--- src/rtl/pipe_seg_pkg.sv ---
// Shared defaults and payload field map for every pipe_seg_hs stage instance.
package pipe_seg_pkg;

  localparam int PAYLOAD_W_DEF = 224;
  localparam int OPND_N_DEF    = 2;
  localparam int OPND_W_DEF    = 32;

  // Payload field layout, common to ID/EX, EX/MEM, ... instances
  localparam int PL_EXC_LSB    = 0;
  localparam int PL_EXC_W      = 8;
  localparam int PL_PC_LSB     = 8;
  localparam int PL_PC_W       = 32;
  localparam int PL_INST_LSB   = 40;
  localparam int PL_INST_W     = 32;
  localparam int PL_REGWEN_BIT = 72;
  localparam int PL_WREG_LSB   = 73;
  localparam int PL_WREG_W     = 5;
  localparam int PL_CP0_LSB    = 78;
  localparam int PL_CP0_W      = 16;
  localparam int PL_HILO_LSB   = 94;
  localparam int PL_HILO_W     = 4;

  function automatic int lane_lsb(input int lane, input int lane_w);
    return lane * lane_w;
  endfunction

endpackage

--- src/rtl/pipe_seg_hs_skid_buf.sv ---
// One-entry skid buffer behind the head register; built only when PIPE_SEG_SKID_EN is defined.
`ifdef PIPE_SEG_SKID_EN
module seg_skid_buf
  import pipe_seg_pkg::*;
#(
  parameter int PAYLOAD_W = PAYLOAD_W_DEF,
  parameter int OPND_N    = OPND_N_DEF,
  parameter int OPND_W    = OPND_W_DEF
) (
  input  logic                     clk,
  input  logic                     resetn,
  input  logic                     flush,
  input  logic                     load,
  input  logic                     pop,
  input  logic [PAYLOAD_W-1:0]     in_payload,
  input  logic [OPND_N*OPND_W-1:0] in_opnd,
  output logic                     valid,
  output logic [PAYLOAD_W-1:0]     payload,
  output logic [OPND_N*OPND_W-1:0] opnd
);

  // Skid entry: filled while the head is held, drained when the head frees up
  always_ff @(posedge clk or negedge resetn) begin
    if (!resetn) begin
      valid   <= 1'b0;
      payload <= '0;
      opnd    <= '0;
    end else if (flush) begin
      valid   <= 1'b0;
      payload <= '0;
      opnd    <= '0;
    end else if (load) begin
      valid   <= 1'b1;
      payload <= in_payload;
      opnd    <= in_opnd;
    end else if (pop) begin
      valid   <= 1'b0;
    end
  end

endmodule
`endif

--- src/rtl/pipe_seg_hs.sv ---
// Generic valid/ready pipeline segment with patchable operand lanes and flush.
// Optional one-entry skid buffer enabled by defining PIPE_SEG_SKID_EN.
module pipe_seg_hs
  import pipe_seg_pkg::*;
#(
  parameter int PAYLOAD_W = PAYLOAD_W_DEF,
  parameter int OPND_N    = OPND_N_DEF,
  parameter int OPND_W    = OPND_W_DEF
) (
  input  logic                     clk,
  input  logic                     resetn,
  input  logic                     flush,
  input  logic                     in_valid,
  output logic                     in_ready,
  input  logic [PAYLOAD_W-1:0]     in_payload,
  input  logic [OPND_N*OPND_W-1:0] in_opnd,
  input  logic [OPND_N-1:0]        patch_en,
  input  logic [OPND_N*OPND_W-1:0] patch_data,
  output logic                     out_valid,
  input  logic                     out_ready,
  output logic [PAYLOAD_W-1:0]     out_payload,
  output logic [OPND_N*OPND_W-1:0] out_opnd,
  output logic [OPND_N-1:0]        out_patched
);

  logic                     hold;
  logic                     xfer_out;
  logic                     accept;
  logic                     base_ready;
  logic                     load_head;
  logic [PAYLOAD_W-1:0]     load_payload;
  logic [OPND_N*OPND_W-1:0] load_opnd;

  assign hold     = out_valid & ~out_ready;
  assign xfer_out = out_valid & out_ready;
  assign in_ready = base_ready & ~flush;
  assign accept   = in_valid & in_ready;

`ifdef PIPE_SEG_SKID_EN
  logic                     skid_valid;
  logic [PAYLOAD_W-1:0]     skid_payload;
  logic [OPND_N*OPND_W-1:0] skid_opnd;

  assign base_ready = ~skid_valid;

  seg_skid_buf #(
    .PAYLOAD_W (PAYLOAD_W),
    .OPND_N    (OPND_N),
    .OPND_W    (OPND_W)
  ) u_skid (
    .clk        (clk),
    .resetn     (resetn),
    .flush      (flush),
    .load       (accept & hold),
    .pop        (skid_valid & ~hold),
    .in_payload (in_payload),
    .in_opnd    (in_opnd),
    .valid      (skid_valid),
    .payload    (skid_payload),
    .opnd       (skid_opnd)
  );

  // Head source: the older skid entry always wins over a fresh input
  always_comb begin
    load_head    = 1'b0;
    load_payload = in_payload;
    load_opnd    = in_opnd;
    if (!hold && skid_valid) begin
      load_head    = 1'b1;
      load_payload = skid_payload;
      load_opnd    = skid_opnd;
    end else if (!hold && accept) begin
      load_head    = 1'b1;
    end else begin
      load_head    = 1'b0;
    end
  end
`else
  assign base_ready = ~out_valid | out_ready;

  // Without a skid, an accepted entry always lands directly in the head
  always_comb begin
    load_head    = 1'b0;
    load_payload = in_payload;
    load_opnd    = in_opnd;
    if (accept) begin
      load_head = 1'b1;
    end else begin
      load_head = 1'b0;
    end
  end
`endif

  // Head register: flush, then load, then drain, then in-place lane patching while held
  always_ff @(posedge clk or negedge resetn) begin
    if (!resetn) begin
      out_valid   <= 1'b0;
      out_payload <= '0;
      out_opnd    <= '0;
      out_patched <= '0;
    end else if (flush) begin
      out_valid   <= 1'b0;
      out_payload <= '0;
      out_opnd    <= '0;
      out_patched <= '0;
    end else if (load_head) begin
      out_valid   <= 1'b1;
      out_payload <= load_payload;
      out_opnd    <= load_opnd;
      out_patched <= '0;
    end else if (xfer_out) begin
      out_valid   <= 1'b0;
    end else if (hold) begin
      for (int i = 0; i < OPND_N; i++) begin
        if (patch_en[i]) begin
          out_opnd[lane_lsb(i, OPND_W) +: OPND_W] <= patch_data[lane_lsb(i, OPND_W) +: OPND_W];
          out_patched[i] <= 1'b1;
        end
      end
    end
  end

endmodule

--- config.mk ---
export PLATFORM = sky130hd
export DESIGN_NAME = pipe_seg_hs
export DESIGN_NICKNAME = d
export VERILOG_FILES = /design/src/rtl/pipe_seg_pkg.sv /design/src/rtl/pipe_seg_hs_skid_buf.sv /design/src/rtl/pipe_seg_hs.sv
export SDC_FILE = /design/constraint.sdc
export NUM_CORES = 1
export LEC_CHECK = 0
export ABC_AREA = 1
export ABC_CLOCK_PERIOD_IN_PS = 1550
export BUFFER_PORTS_ARGS = -buffer_cell sky130_fd_sc_hd__buf_2
export CORE_AREA = 5 5 249 251
export CTS_CLUSTER_SIZE = 8
export DETAILED_ROUTE_END_ITERATION = 10
export DIE_AREA = 0 0 254 256
export GPL_ROUTABILITY_DRIVEN = 0
export PLACE_DENSITY = 0.52
export SLEW_MARGIN = 20
export SYNTH_ARGS = -nofsm -noshare
export SYNTH_HDL_FRONTEND = slang
export SYNTH_SLANG_ARGS = --single-unit
--- constraint.sdc ---
create_clock -name clk -period 1.55 [get_ports clk]
set_input_delay 0.0775 -clock clk [delete_from_list [all_inputs] [get_ports clk]]
set_output_delay 0.0775 -clock clk [all_outputs]
set_load 0.1 [all_outputs]
==> impl_metrics.py, run 1 <==
metrics = {
    "die": {
        "start_util_pct": 20.8,
        "fp.coreArea_sq_um": 59700,
        "die_width_um": 254,
        "fp.dieH_um": 256,
        "die-area_sq_um": 65000,
        "rows": 90,
        "io_pins": 651,
    },
    "global_routing": {
        "grt_usage_pct": 16.0,
        "grt-ovfl-total": 0,
        "grt_pass1_vias": 15580,
        "grt_pass1_wl_um": 84400,
        "grt_max_degree": 121,
        "antenna_found_initial": 1,
    },
    "clocking": {
        "root_buffer": "clkbuf_16",
        "clock-sinks": 291,
        "clkLatencyLatePin_ns": 0.53,
        "cts_inserted_buffers": 42,
        "htreeDepth": 2,
        "clkTransAtPathRegs_ns": 0.06,
        "cts_tree": "yes",
        "cts_buffer_depth": 3,
    },
    "place": {
        "numPortBuffers": 650,
        "place_inst": 2881,
        "dp_hpwl_um": 38100,
    },
    "finish": {
        "nets": 2913,
        "fin_util_pct": 40.1,
        "fin_cells": 3341,
        "fill_cells": 5754,
        "drive_above_1_share_pct": 40.3,
        "area_growth_pct": 92.7,
    },
    "detailed_routing": {
        "post_drt_wl_per_cell_um": 18.7,
        "viasPerCell": 4.63,
        "drc": 0,
        "first_pass_iters": 5,
        "drt-initial-drc-count": 1263,
        "vias": 15461,
        "antenna_left": 0,
        "finalWirelength_um": 62600,
    },
    "sta": {
        "fmax_mhz": 558,
        "relSlewSlack_pct": 57.4,
        "setup_violations": 245,
        "fin_crit_sh_pct": 116,
        "tightest_slew_ns": 0.639,
        "slew_viol_final": 0,
        "whs_ns": -0.00764,
        "skew_ns": 0.0104,
        "rsz0062_at_grt": "true",
        "period_needed_ns": 1.79,
        "finalHoldViolCount": 1,
        "worst_slack_ns": -0.242,
    },
    "power": {
        "p_comb_share_pct": 33.8,
        "p_total_mw": 25.0,
        "p_leak_nw": 13.3,
        "power_frac_clock_pct": 32.2,
        "p_sw_mw": 9.74,
        "ir_drop_v": 0.000664,
        "switching_share_pct": 38.9,
        "p_per_area_nw_per_um2": 1050,
        "p_int_mw": 15.3,
        "pwr-share-seq_pct": 34.0,
    },
    "hold_path": {
        "min-delay-path-class": "input pin to flip-flop",
    },
    "worst_setup_path": {
        "worstSetupPathType": "flip-flop to flip-flop",
        "worstPathArrival_ns": 2.22,
        "crit_path_end_kind": "flip-flop",
        "crit_required_ns": 1.97,
        "crit_path_max_fanout": 9,
        "start_kind": "flip-flop",
        "worst-r2r-setup-slack_ns": -0.24,
    },
    "logic_synthesis": {
        "synth_cell_types": 13,
        "ys_seq_area_share_pct": 58.7,
        "synth_area_per_cell_sq_um": 8.34,
        "ys_ff_latch": 291,
        "synth_nets": 1846,
        "synth_area_sq_um": 12400,
        "syn_inst": 1487,
        "ys_warn_count": 0,
    },
    "flow_run": {
        "cap_violations": 0,
    },
    "run_status": {
        "status": "complete, but fails checks",
        "violations": "hold timing, setup timing",
    },
}
-- state kept, by name (all words and copies together) (netlist names) --
signal and cells:
out_payload 224, out_patched 2, out_valid 1, out_opnd 64
-- critical path, stage by stage, from the launching register on --
cell	delay [ns]
dfrtp_4	0.49
buf_6	0.13
nand2_4	0.09
buf_6	0.10
nand3_4	0.09
buf_12	0.18
buf_6	0.13
nand3_1	0.09
nand2_1	0.20
nand2_2	0.11
nand2_1	0.05
-- through the flow --
step | cell area (sq um) | setup TNS, ns | worst slack, ns | hold WS (ns)
2_1_floorplan | 12400 | -3.93 | -0.0524 | -0.218
3_3_place_gp | 17100 | 0 | 0.0480 | -0.0263
3_5_place_dp | 17100 | 0 | 0.0337 | -0.0225
4_1_cts | 21900 | -0.763 | -0.138 | 0.00961
5_1_grt | 23900 | -28.46 | -0.296 | 0.0126
6_report | 23900 | -13.69 | -0.242 | -0.00764
-- worst paths after layout --
check,from,end,cells past startpoint
max,out_valid,out_opnd[36],10
min,patch_data[38],out_opnd[38],5
max reg2reg,out_valid,out_opnd[36],10
min reg2reg,out_payload[34],out_payload[34],2
max in group asynchronous,resetn,out_opnd[10],4
min in group asynchronous,resetn,out_payload[70],3
-- synthesized netlist by cell type --
cell type / n / area (sq um)
buf_4: 8 / 60.1
a21boi_0: 1 / 7.51
inv_1: 4 / 15.0
dfrtp_1: 291 / 7280
a21oi_2: 1 / 8.76
clkbuf_1: 54 / 203
nand3_1: 417 / 2090
buf_1: 8 / 30.0
nor2_1: 4 / 15.0
a21oi_1: 2 / 10.0
buf_2: 51 / 255
nand2_1: 645 / 2420
nand3_2: 1 / 10.0
-- final cells by class --
class	count	area (sq um)	share of cell area (%)
Clock buffer	47	1080	4.52
Antenna cell	1	2.50	0.0105
Clock inverter	1	16.3	0.0680
Tap cell	782	978	4.09
Sequential cell	291	7290	30.5
Inverter	4	15.0	0.0628
Timing Repair Buffer	1144	9190	38.4
Multi-Input combinational cell	1071	5340	22.3
-- power by group through the flow --
stage	registers, mW	logic (mW)	clock network, mW
4_1_cts	8.44	7.68	8.31
5_1_grt	8.55	8.81	8.62
2_1_floorplan	12.4	1.07	0
6_report	8.50	8.47	8.07
3_5_place_dp	8.55	6.94	0
3_3_place_gp	8.54	6.91	0
-- cells in the final DEF (no fill, tap or decap), drive strengths merged --
cell type / netlist / layout
dlygate4sd3: 0 / 354
a21oi: 3 / 3
buf: 67 / 759
nand2: 645 / 645
inv: 4 / 4
clkbuf: 54 / 78
nand3: 418 / 418
diode: 0 / 1
clkinv: 0 / 1
a21boi: 1 / 1
nor2: 4 / 4
dfrtp: 291 / 291
-- cell families after synthesis --
family | after synthesis | share of synthesized area, %
compound gates | 4 | 0.212
flops | 291 | 58.7
buf+inv | 125 | 4.54
simple gates | 1067 | 36.5
-- routing by layer --
metal	GRT usage, %	share of wire, %	wire length (um)	vias to the layer above
met3	3.80	8.1	5050	289
met5	0	0	0	-
met1	18.4	38	23900	7294
met4	9.26	6.3	3950	0
li1	-	-	-	6973
met2	27.0	47	29700	905
-- timing repair --
action | CTS | global route
endpoints found under the setup margin | 2 | 285
pin swaps | 1 | 31
hold endpoints to repair | 573 | 0
gates cloned | 0 | 41
setup buffers | 4 | 11
resized for setup | 10 | 310
hold buffers | 355 | 0
Power figures use the tool's default switching activity.
==> run 2, diff against run 1 <==
ABC_AREA = 0   (was 1)
PLACE_DENSITY = 0.55   (was 0.52)
==> run 2 against run 1 <==
Critical path type unchanged. Register-to-register slack improved by 0.09 ns. Combinational power increased by 1%. Synthesized area increased by 12%. Core utilization increased by 1.3 points. The run ends with setup timing left. Sequential share of layout area decreased by 0.95 points. First-iteration DRC count increased by 2.1%. Via count increased by 8.2%. Sequential power increased by 1%. Critical path depth decreased by 5. Clock skew decreased by 0.00054 ns. Global-route usage increased by 2.5 points. Clock-buffer cell count unchanged.
==> impl_metrics.py, run 2 <==
metrics = {
    "sta": {
        "relSlewSlack_pct": 33.3,
        "finalHoldViolCount": 0,
        "worst_slack_ns": -0.155,
        "slew_viol_final": 0,
        "setup_violations": 170,
        "rsz0062_at_grt": "true",
        "fin_crit_sh_pct": 110,
        "tightest_slew_ns": 1.00,
        "period_needed_ns": 1.71,
        "tns_ns": -8.90,
        "fmax_mhz": 586,
        "skew_ns": 0.00982,
    },
    "worst_setup_path": {
        "worst-path-buf-inv": 2,
        "rr_worst_depth": 5,
        "reg2reg_from": "out_valid",
        "worst-r2r-setup-slack_ns": -0.16,
        "crit_family": "compound AO/OA/AOI/OAI gates",
        "crit_chain": "buf_4 -> and3b_2 -> buf_6 -> a2111oi_1 -> a31oi_1",
        "crit_required_ns": 1.95,
        "slowest_delay_ns": 0.47,
        "worstPathArrival_ns": 2.11,
        "start_kind": "flip-flop",
        "crit_slowest_cell": "dfrtp_4",
        "crit_path_max_fanout": 11,
        "crit_path_end_kind": "flip-flop",
        "regToRegEndpoint": "out_opnd[6]",
        "worstSetupPathType": "flip-flop to flip-flop",
    },
    "finish": {
        "final_common_cell": "buf_2",
        "final_cell_mix": "buf_2, dlygate4sd3_1, dfrtp_1",
        "largest_reg_flops": 224,
        "area_growth_pct": 78.3,
        "reg_top3": "out_payload (224), out_opnd (64), out_patched (2)",
        "top_register": "out_payload",
        "nets": 2811,
        "finalInstanceArea_sq_um": 24700,
        "fill_cells": 5576,
        "drive_above_1_share_pct": 38.4,
    },
    "flow_run": {
        "cap_violations": 0,
    },
    "logic_synthesis": {
        "ys_top_cells_by_count": "dfrtp_1, nand3_1, o211ai_1, nand2_1, buf_2",
        "yosysMostFrequentCell": "dfrtp_1",
        "synth_area_sq_um": 13800,
        "synth_edf_count": 0,
        "synth_nets": 1788,
        "synth_area_per_cell_sq_um": 9.68,
        "ys_ff_latch": 291,
        "synth_area_leaders": "dfrtp_1, o211ai_1, nand3_1, nand2_1, a2111oi_0",
        "synth_top_flop_cell": "dfrtp_1",
        "async_flop_share_pct": 100,
        "ys_warn_count": 0,
        "syn_inst": 1429,
        "synth_cell_types": 23,
        "ys_seq_area_share_pct": 52.6,
        "yosysTopAreaCellShare_pct": 52.6,
        "yosysTopAreaCell": "dfrtp_1",
    },
    "detailed_routing": {
        "vias": 16731,
        "drc": 0,
        "drt-initial-drc-count": 1289,
        "finalWirelength_um": 65300,
        "viasPerCell": 5.16,
        "first_pass_iters": 5,
        "post_drt_wl_per_cell_um": 20.2,
        "antenna_left": 0,
    },
    "global_routing": {
        "grt_pass1_wl_um": 98400,
        "grt_pass1_vias": 17490,
        "grt_usage_pct": 18.5,
        "grt-ovfl-total": 0,
        "antenna_found_initial": 4,
        "grt_max_degree": 87,
    },
    "clocking": {
        "cts_buffer_depth": 3,
        "cts_inserted_buffers": 42,
        "clkTransAtPathRegs_ns": 0.05,
        "clock-sinks": 291,
        "clkLatencyLatePin_ns": 0.54,
        "cts_tree": "yes",
        "root_buffer": "clkbuf_16",
        "htreeDepth": 2,
    },
    "place": {
        "dp_hpwl_um": 42200,
        "numPortBuffers": 650,
        "post_dp_cell_area_sq_um": 18800,
    },
    "run_status": {
        "violations": "setup timing",
        "status": "complete, but fails checks",
    },
    "power": {
        "ir_drop_v": 0.000762,
        "p_leak_nw": 12.1,
        "p_per_area_nw_per_um2": 1030,
        "p_total_mw": 25.4,
    },
    "die": {
        "die-area_sq_um": 65000,
        "die_width_um": 254,
        "fp.coreArea_sq_um": 59700,
        "rows": 90,
        "start_util_pct": 23.2,
        "fp.dieH_um": 256,
        "io_pins": 651,
    },
    "hold_path": {
        "min-delay-path-class": "input pin to async pin",
    },
}
## run 2: cell types whose count changed in the layout (fill, tap and decap cells not counted), moves of 35 or more
cell       previous run  this run
o211ai_1              0       288
a31oi_1               0        62
nand3_1             396       282
nand2_1             475       224
nand2_2             134         0
a2111oi_2             0        37
nand2_4              35         0
buf_4                31       102
## run 2: cell type report
type	count	area (sq um)	share of cell area, %
repair buffers	1171	8970	36.3
flip-flops and latches	291	7290	29.5
multi-input cells	944	6290	25.5
clock buffers	47	1110	4.50
well taps	782	978	3.97
inverters	2	22.5	0.0913
clock inverters	1	8.76	0.0355
diodes	3	7.51	0.0304
## run 2: cell families (layout without fill, tap and decap cells)
kind of cell | Yosys count | count (layout) | synth area share (%)
buffers and inverters | 197 | 1221 | 7.45
flip-flops | 291 | 291 | 52.6
AO/OA/AOI/OAI | 423 | 426 | 23.1
other | 0 | 3 | 0
AND/OR/NAND/NOR | 518 | 518 | 16.8
## run 2: power breakdown
part	internal, mW	switching, mW
clock	4.96	3.30
combinational	2.26	6.30
sequential	8.16	0.425
## run 2: stage by stage
stage / worst slack, ns / util (%) / hold slack (ns) / instances
floorplan: -0.132 / - / -0.218 / 1429
global placement: -0.0845 / 31.6 / 0.0727 / 2806
detailed placement: -0.101 / 31.6 / 0.0788 / 2806
CTS: -0.184 / 40.7 / 0.0565 / 3225
global route: -0.201 / 41.3 / 0.0946 / 3240
finish: -0.155 / 41.3 / 0.110 / 3241
## run 2: worst max path at each step
stage	startpoint	to	slack, ns	cells after the start
detailed placement	out_valid	out_opnd[24]	-0.10	4
finish	out_valid	out_opnd[6]	-0.16	5
global route	out_valid	in_ready	-0.20	4
CTS	out_valid	in_ready	-0.18	4
floorplan	out_valid	in_ready	-0.13	4
global placement	out_valid	out_opnd[40]	-0.08	4
## run 2: layer usage
layer	vias to the layer above	share of wire, %	routed length (um)	track usage, %
li1	7440	-	-	-
met1	8092	38	24900	22.3
met2	956	48	31100	30.5
met3	239	8.1	5320	3.86
met4	4	6.1	4000	10.7
met5	-	0.021	14	0
## run 2: worst reg2reg max path, cell delays in order (launching register included)
cell       delay (ns)
dfrtp_4          0.47
buf_4            0.16
and3b_2          0.26
buf_6            0.18
a2111oi_1        0.43
a31oi_1          0.08
## run 2: repair_timing
item,in CTS,in global routing
gates cloned,9,9
pin swaps,3,11
endpoints found under the setup margin,39,284
resized for setup,85,32
buffers inserted,8,4
endpoints found under the hold margin,567,0
hold buffers,354,0
